## config.mk

```make
export PLATFORM = sky130hd
export DESIGN_NAME = urv_divide_iter
export DESIGN_NICKNAME = d
export VERILOG_FILES = /design/src/rtl/urv_divide_iter.sv
export SDC_FILE = /design/constraint.sdc
export NUM_CORES = 1
export LEC_CHECK = 0
export ABC_CLOCK_PERIOD_IN_PS = 5200
export BUFFER_PORTS_ARGS = -buffer_cell sky130_fd_sc_hd__buf_2
export CAP_MARGIN = 20
export CORE_ASPECT_RATIO = 1.5
export CORE_MARGIN = 3
export CORE_UTILIZATION = 61
export CTS_CLUSTER_SIZE = 14
export DETAILED_ROUTE_END_ITERATION = 6
export PLACE_DENSITY_LB_ADDON = 0.1
export SYNTH_ARGS = -nofsm -noshare
export SYNTH_HDL_FRONTEND = slang
export SYNTH_SLANG_ARGS = --single-unit
```

## constraint.sdc

```tcl
create_clock -name clk_i -period 5.2 [get_ports clk_i]
set_input_delay 0.78 -clock clk_i [delete_from_list [all_inputs] [get_ports clk_i]]
set_output_delay 0.78 -clock clk_i [all_outputs]
set_load 0.02 [all_outputs]
```

## src/rtl/urv_divide_iter.sv

```systemverilog
// Iterative restoring divider for the uRV execute stage (DIV/DIVU/REM/REMU).
// Resolves g_bits_per_cycle quotient bits per cycle and stalls X until the result is registered.
module urv_divide_iter #(
  parameter int unsigned g_width          = 32,
  parameter int unsigned g_bits_per_cycle = 1,
  parameter int unsigned g_early_out      = 1
) (
  input  logic               clk_i,
  input  logic               rst_i,
  input  logic               x_stall_i,
  input  logic               x_kill_i,
  output logic               x_stall_req_o,
  input  logic               d_valid_i,
  input  logic               d_is_divide_i,
  input  logic [2:0]         d_fun_i,
  input  logic [g_width-1:0] d_rs1_i,
  input  logic [g_width-1:0] d_rs2_i,
  output logic [g_width-1:0] x_rd_o
);

  localparam int unsigned NIter = g_width / g_bits_per_cycle;
  localparam int unsigned CntW  = (NIter > 1) ? $clog2(NIter) : 1;
  localparam logic [g_width-1:0] MinVal = {1'b1, {(g_width-1){1'b0}}};

  typedef enum logic [1:0] {StIdle, StIter, StFix, StDone} state_e;

  state_e              state_q, state_d;
  logic [CntW-1:0]     cnt_q, cnt_d;
  logic [g_width-1:0]  rem_q, rem_d;
  logic [g_width-1:0]  quo_q, quo_d;
  logic [g_width-1:0]  den_q, den_d;
  logic                neg_quo_q, neg_quo_d;
  logic                neg_rem_q, neg_rem_d;
  logic                is_rem_q, is_rem_d;
  logic [g_width-1:0]  x_rd_d;

  logic                start, is_signed, rs1_neg, rs2_neg, div_zero, overflow, special;
  logic [g_width-1:0]  rs1_abs, rs2_abs, quo_fix, rem_fix;
  logic                unused_fun;

  assign unused_fun = d_fun_i[2];

  assign start     = d_valid_i & d_is_divide_i & ~x_kill_i;
  assign is_signed = ~d_fun_i[0];
  assign rs1_neg   = is_signed & d_rs1_i[g_width-1];
  assign rs2_neg   = is_signed & d_rs2_i[g_width-1];
  assign rs1_abs   = rs1_neg ? -d_rs1_i : d_rs1_i;
  assign rs2_abs   = rs2_neg ? -d_rs2_i : d_rs2_i;
  assign div_zero  = (d_rs2_i == '0);
  assign overflow  = is_signed & (d_rs1_i == MinVal) & (d_rs2_i == '1);
  assign special   = div_zero | overflow;

  // Chained restoring steps; the remainder stays below the divisor so g_width bits suffice.
  logic [g_width-1:0] step_rem [0:g_bits_per_cycle];
  logic [g_width-1:0] step_quo [0:g_bits_per_cycle];
  logic [g_width:0]   step_sh  [0:g_bits_per_cycle-1];
  logic [g_width:0]   step_df  [0:g_bits_per_cycle-1];

  always_comb begin
    step_rem[0] = rem_q;
    step_quo[0] = quo_q;
    for (int i = 0; i < int'(g_bits_per_cycle); i++) begin
      step_sh[i]    = {step_rem[i], step_quo[i][g_width-1]};
      step_df[i]    = step_sh[i] - {1'b0, den_q};
      step_rem[i+1] = step_df[i][g_width] ? step_sh[i][g_width-1:0] : step_df[i][g_width-1:0];
      step_quo[i+1] = {step_quo[i][g_width-2:0], ~step_df[i][g_width]};
    end
  end

  assign quo_fix = neg_quo_q ? -quo_q : quo_q;
  assign rem_fix = neg_rem_q ? -rem_q : rem_q;

  always_ff @(posedge clk_i or posedge rst_i) begin
    if (rst_i) begin
      state_q <= StIdle;
    end else begin
      state_q <= state_d;
    end
  end

  always_comb begin
    state_d = state_q;
    if (x_kill_i) begin
      state_d = StIdle;
    end else begin
      unique case (state_q)
        StIdle: if (start) state_d = ((g_early_out != 0) && special) ? StFix : StIter;
        StIter: if (cnt_q == '0) state_d = StFix;
        StFix:  state_d = StDone;
        StDone: if (!x_stall_i) state_d = StIdle;
        default: state_d = StIdle;
      endcase
    end
  end

  always_comb begin
    x_stall_req_o = ~x_kill_i & (((state_q == StIdle) & start) |
                                 (state_q == StIter) | (state_q == StFix));
  end

  always_comb begin
    cnt_d     = cnt_q;
    rem_d     = rem_q;
    quo_d     = quo_q;
    den_d     = den_q;
    neg_quo_d = neg_quo_q;
    neg_rem_d = neg_rem_q;
    is_rem_d  = is_rem_q;
    x_rd_d    = x_rd_o;
    if (state_q == StIdle && start) begin
      cnt_d     = CntW'(NIter - 1);
      den_d     = rs2_abs;
      // Divide-by-zero keeps an all-ones quotient regardless of the dividend sign.
      neg_quo_d = (rs1_neg ^ rs2_neg) & ~div_zero;
      neg_rem_d = rs1_neg;
      is_rem_d  = d_fun_i[1];
      if ((g_early_out != 0) && special) begin
        quo_d = div_zero ? '1 : MinVal;
        rem_d = div_zero ? rs1_abs : '0;
      end else begin
        quo_d = rs1_abs;
        rem_d = '0;
      end
    end else if (state_q == StIter) begin
      rem_d = step_rem[g_bits_per_cycle];
      quo_d = step_quo[g_bits_per_cycle];
      if (cnt_q != '0) cnt_d = cnt_q - CntW'(1);
    end else if (state_q == StFix && !x_kill_i) begin
      x_rd_d = is_rem_q ? rem_fix : quo_fix;
    end
  end

  always_ff @(posedge clk_i or posedge rst_i) begin
    if (rst_i) begin
      cnt_q     <= '0;
      rem_q     <= '0;
      quo_q     <= '0;
      den_q     <= '0;
      neg_quo_q <= 1'b0;
      neg_rem_q <= 1'b0;
      is_rem_q  <= 1'b0;
      x_rd_o    <= '0;
    end else begin
      cnt_q     <= cnt_d;
      rem_q     <= rem_d;
      quo_q     <= quo_d;
      den_q     <= den_d;
      neg_quo_q <= neg_quo_d;
      neg_rem_q <= neg_rem_d;
      is_rem_q  <= is_rem_d;
      x_rd_o    <= x_rd_d;
    end
  end

endmodule

```

==> flow_summary.rst <==
.. list-table::
   :header-rows: 1

   * - Metric
     - Value
   * - Setup skew after layout
     - 0.01433 ns
   * - Clock root cell
     - sky130_fd_sc_hd__clkbuf_16
   * - Post-CTS Hold Fix Bufs
     - 0
   * - Total CTS buffers
     - 17
   * - Unrepaired setup endpoints after global routing
     - no
   * - Fmax
     - 253.8 MHz
   * - Post-layout minimum cycle time
     - 3.939 ns
   * - Ranking of synthesized cells by instance count
     - 166 x sky130_fd_sc_hd__o21ai_0, 148 x sky130_fd_sc_hd__nand2_1, 138 x sky130_fd_sc_hd__dfrtp_1
   * - Boundary pin count
     - 106
   * - Total global routing overflow
     - 0
   * - Setup CP Type
     - reg -> reg
   * - Fraction of layout instances using a drive strength above 1
     - 12.91%
   * - Filler cell count in the final layout
     - 1,516
   * - Die Wd
     - 115.2 um
   * - Port-buffer cells
     - 104
   * - Area of the mapped netlist
     - 0.01091 sq mm
   * - Routed wire length
     - 29.38 mm
   * - Most common cell in the netlist
     - sky130_fd_sc_hd__o21ai_0
   * - Worst-Margin Slew
     - 1.039 ns
   * - Synth area leader
     - sky130_fd_sc_hd__dfrtp_1
   * - Top fanout value on the critical path
     - 43
   * - Number of instances in the synthesized netlist
     - 1,341
   * - Element type at the critical path start
     - flip-flop
   * - Maxcap violations
     - 0
   * - Slew margin rel.
     - 30.74%
   * - CP endpoint kind
     - flip-flop
   * - Initial Util
     - 62.64%
   * - Final setup violation count
     - 0
   * - Detailed-router iteration count before antenna repair
     - 5
   * - Synth Net Count
     - 1,458
   * - Sum of net half-perimeters after detailed placement
     - 22.41 mm
   * - Fin. Hold Viols
     - 0
   * - All-layer global routing usage
     - 30.54%
   * - Type of the worst min-delay path
     - reg -> reg
   * - Post-synth top flop
     - sky130_fd_sc_hd__dfrtp_1
   * - Worst-skew pair later-pin latency
     - 0.44 ns
   * - Die extent in y
     - 169.8 um
   * - Total Neg Setup Slack
     - 0 ns
   * - Worst IR drop on VDD
     - 0.0003598 V
   * - Clock-pin slew on the worst setup and hold paths
     - 0.06 ns
   * - Post-synth ARST share
     - 100.0%
   * - Global placer's final weighted congestion
     - 0.9824
   * - Placement row count
     - 59
   * - Count of nets left with antenna violations after detail routing
     - 0
   * - H-Tree Level Count
     - 4
   * - Period Utilization, post-route
     - 75.76%
   * - Pwr/cell area
     - 668.6 mW/mm^2
   * - Post-synthesis sequential element count
     - 138
   * - NumNets Final
     - 1,522
   * - Count of routing violations after the opening detailed-route iteration
     - 625
   * - Critical Path AT
     - 4.24 ns
   * - Mean Syn Cell Area
     - 8.138 sq um
   * - Clock Tree Buf Depth
     - 2
   * - Diode count
     - 0
   * - Worst EP required
     - 5.50 ns
   * - Area growth from synthesis to layout
     - 11.29%
   * - DRC errors left
     - 0
   * - DR vias/cell
     - 6.169
   * - Area of the die
     - 0.01956 sq mm
   * - Number of enable-type register cells in the synthesized netlist
     - 0
   * - Clock sink count
     - 138
   * - Static Leak
     - 5.300 nW
   * - Yosys warnings
     - 0
   * - Maximum number of pins on one net before global-route repair
     - 92
   * - Design Area, Final
     - 0.01215 sq mm
   * - Ranking of synthesized cells by area
     - sky130_fd_sc_hd__dfrtp_1 32%, sky130_fd_sc_hd__o21ai_0 7.6%, sky130_fd_sc_hd__xnor2_1 6.4%
   * - Top-area cell type share of the netlist area
     - 31.64%
   * - Status
     - complete, no violations
   * - Quantity of gates resized following cts
     - 0
   * - Distinct cell type count after synthesis
     - 67
   * - Floorplan Core Area
     - 0.01742 sq mm
   * - Count of vias placed by the detailed router
     - 10,060
   * - Placed inst area
     - 0.01156 sq mm
   * - Wire length of the first global-routing pass
     - 47.49 mm
   * - Sequential share of the synthesized area
     - 31.64%
   * - Antenna violations before repair
     - 1
   * - Setup Buffers After CTS
     - 0
   * - Vias in the first global route
     - 9,523
   * - Final number of max-transition violations
     - 0
   * - Avg WL per Cell
     - 18.01 um
   * - Clock tree from TritonCTS
     - yes
==> area by class of cell <==
cell class	count	area, sq um	share of cell area, %
Clock inverter	12	123.9	1.020
Multi-Input combinational cell	1064	6952	57.24
Tap cell	213	266.5	2.194
Timing Repair Buffer	122	655.6	5.398
Sequential cell	138	3453	28.43
Inverter	62	237.7	1.957
Clock buffer	20	456.7	3.760
==> state kept, by name, summed over array words and instances, names as in the netlist, 2 cells and up <==
name and count:
cnt_q 5, den_q 32, state_q 2, x_rd_o 32, rem_q 32, quo_q 32
==> path summary, 6_finish.rpt <==
| path | start | to | slack [ns] | cells after the start |
|---|---|---|---|---|
| max in group asynchronous | rst_i | rem_q[9] | 3.52 | 3 |
| min in group asynchronous | rst_i | cnt_q[2] | 0.51 | 2 |
| worst max register to register | rem_q[4] | rem_q[28] | 1.26 | 11 |
| worst min-delay path | x_rd_o[20] | x_rd_o[20] | 0.47 | 2 |
| worst max-delay path | rem_q[4] | rem_q[28] | 1.26 | 11 |
| worst min register to register | x_rd_o[20] | x_rd_o[20] | 0.47 | 2 |
==> per-layer routing <==
metal	global-route usage, %	vias up	wire (um)
met5	0	-	11
met4	15.17	2	1413
met3	4.305	94	1668
met2	52.04	322	14360
met1	37.48	4684	11930
li1	-	4959	-
==> worst max-delay path, stage by stage (launching register included) <==
cell                        delay [ns]
sky130_fd_sc_hd__dfrtp_1          0.49
sky130_fd_sc_hd__ha_1             0.40
sky130_fd_sc_hd__a21o_1           0.24
sky130_fd_sc_hd__or3_1            0.31
sky130_fd_sc_hd__o21a_1           0.20
sky130_fd_sc_hd__o31a_1           0.33
sky130_fd_sc_hd__or3_1            0.45
sky130_fd_sc_hd__a221oi_4         0.28
sky130_fd_sc_hd__buf_4            0.49
sky130_fd_sc_hd__nor2b_1          0.09
sky130_fd_sc_hd__a2111oi_0        0.43
sky130_fd_sc_hd__nor2_1           0.09
==> cells by family after synthesis <==
kind of cell | synth area share, %
AOI/OAI and AO/OA | 24.12
and+or+nand+nor | 18.10
buffers and inverters | 4.896
muxes | 4.242
xor gates and xnor gates | 11.88
adders and majority gates | 5.114
DFF | 31.64
==> stage by stage <==
step	util [%]	hold slack [ns]	instances	setup WS [ns]	power [mW]
floorplan	-	0.4498	1341	0.7238	5.783
global placement	66.38	0.4568	1599	1.346	6.721
detailed placement	66.38	0.4621	1599	1.307	6.855
CTS	69.71	0.4758	1631	1.275	8.087
global route	69.71	0.4911	1631	1.047	8.819
finish	69.71	0.4703	1631	1.261	8.120
==> where the power goes <==
group | switching (mW) | leakage (nW) | internal, mW
sequential | 0.625 | 1.70 | 1.57
clock | 0.461 | 0.278 | 0.725
combinational | 2.70 | 3.32 | 2.04
==> cells in the final DEF (no fill, tap or decap), types with 26 or more instances in the layout <==
cell type,netlist,final
sky130_fd_sc_hd__nand2_1,148,148
sky130_fd_sc_hd__nor2_1,81,81
sky130_fd_sc_hd__o21ai_0,166,166
sky130_fd_sc_hd__inv_1,62,61
sky130_fd_sc_hd__buf_2,4,104
sky130_fd_sc_hd__xor2_1,68,68
sky130_fd_sc_hd__ha_1,43,42
sky130_fd_sc_hd__mux2i_1,44,44
sky130_fd_sc_hd__xnor2_1,80,80
sky130_fd_sc_hd__a21oi_1,90,90
sky130_fd_sc_hd__dfrtp_1,138,138
sky130_fd_sc_hd__o31ai_1,26,26
(Power assumes the default switching activity.)
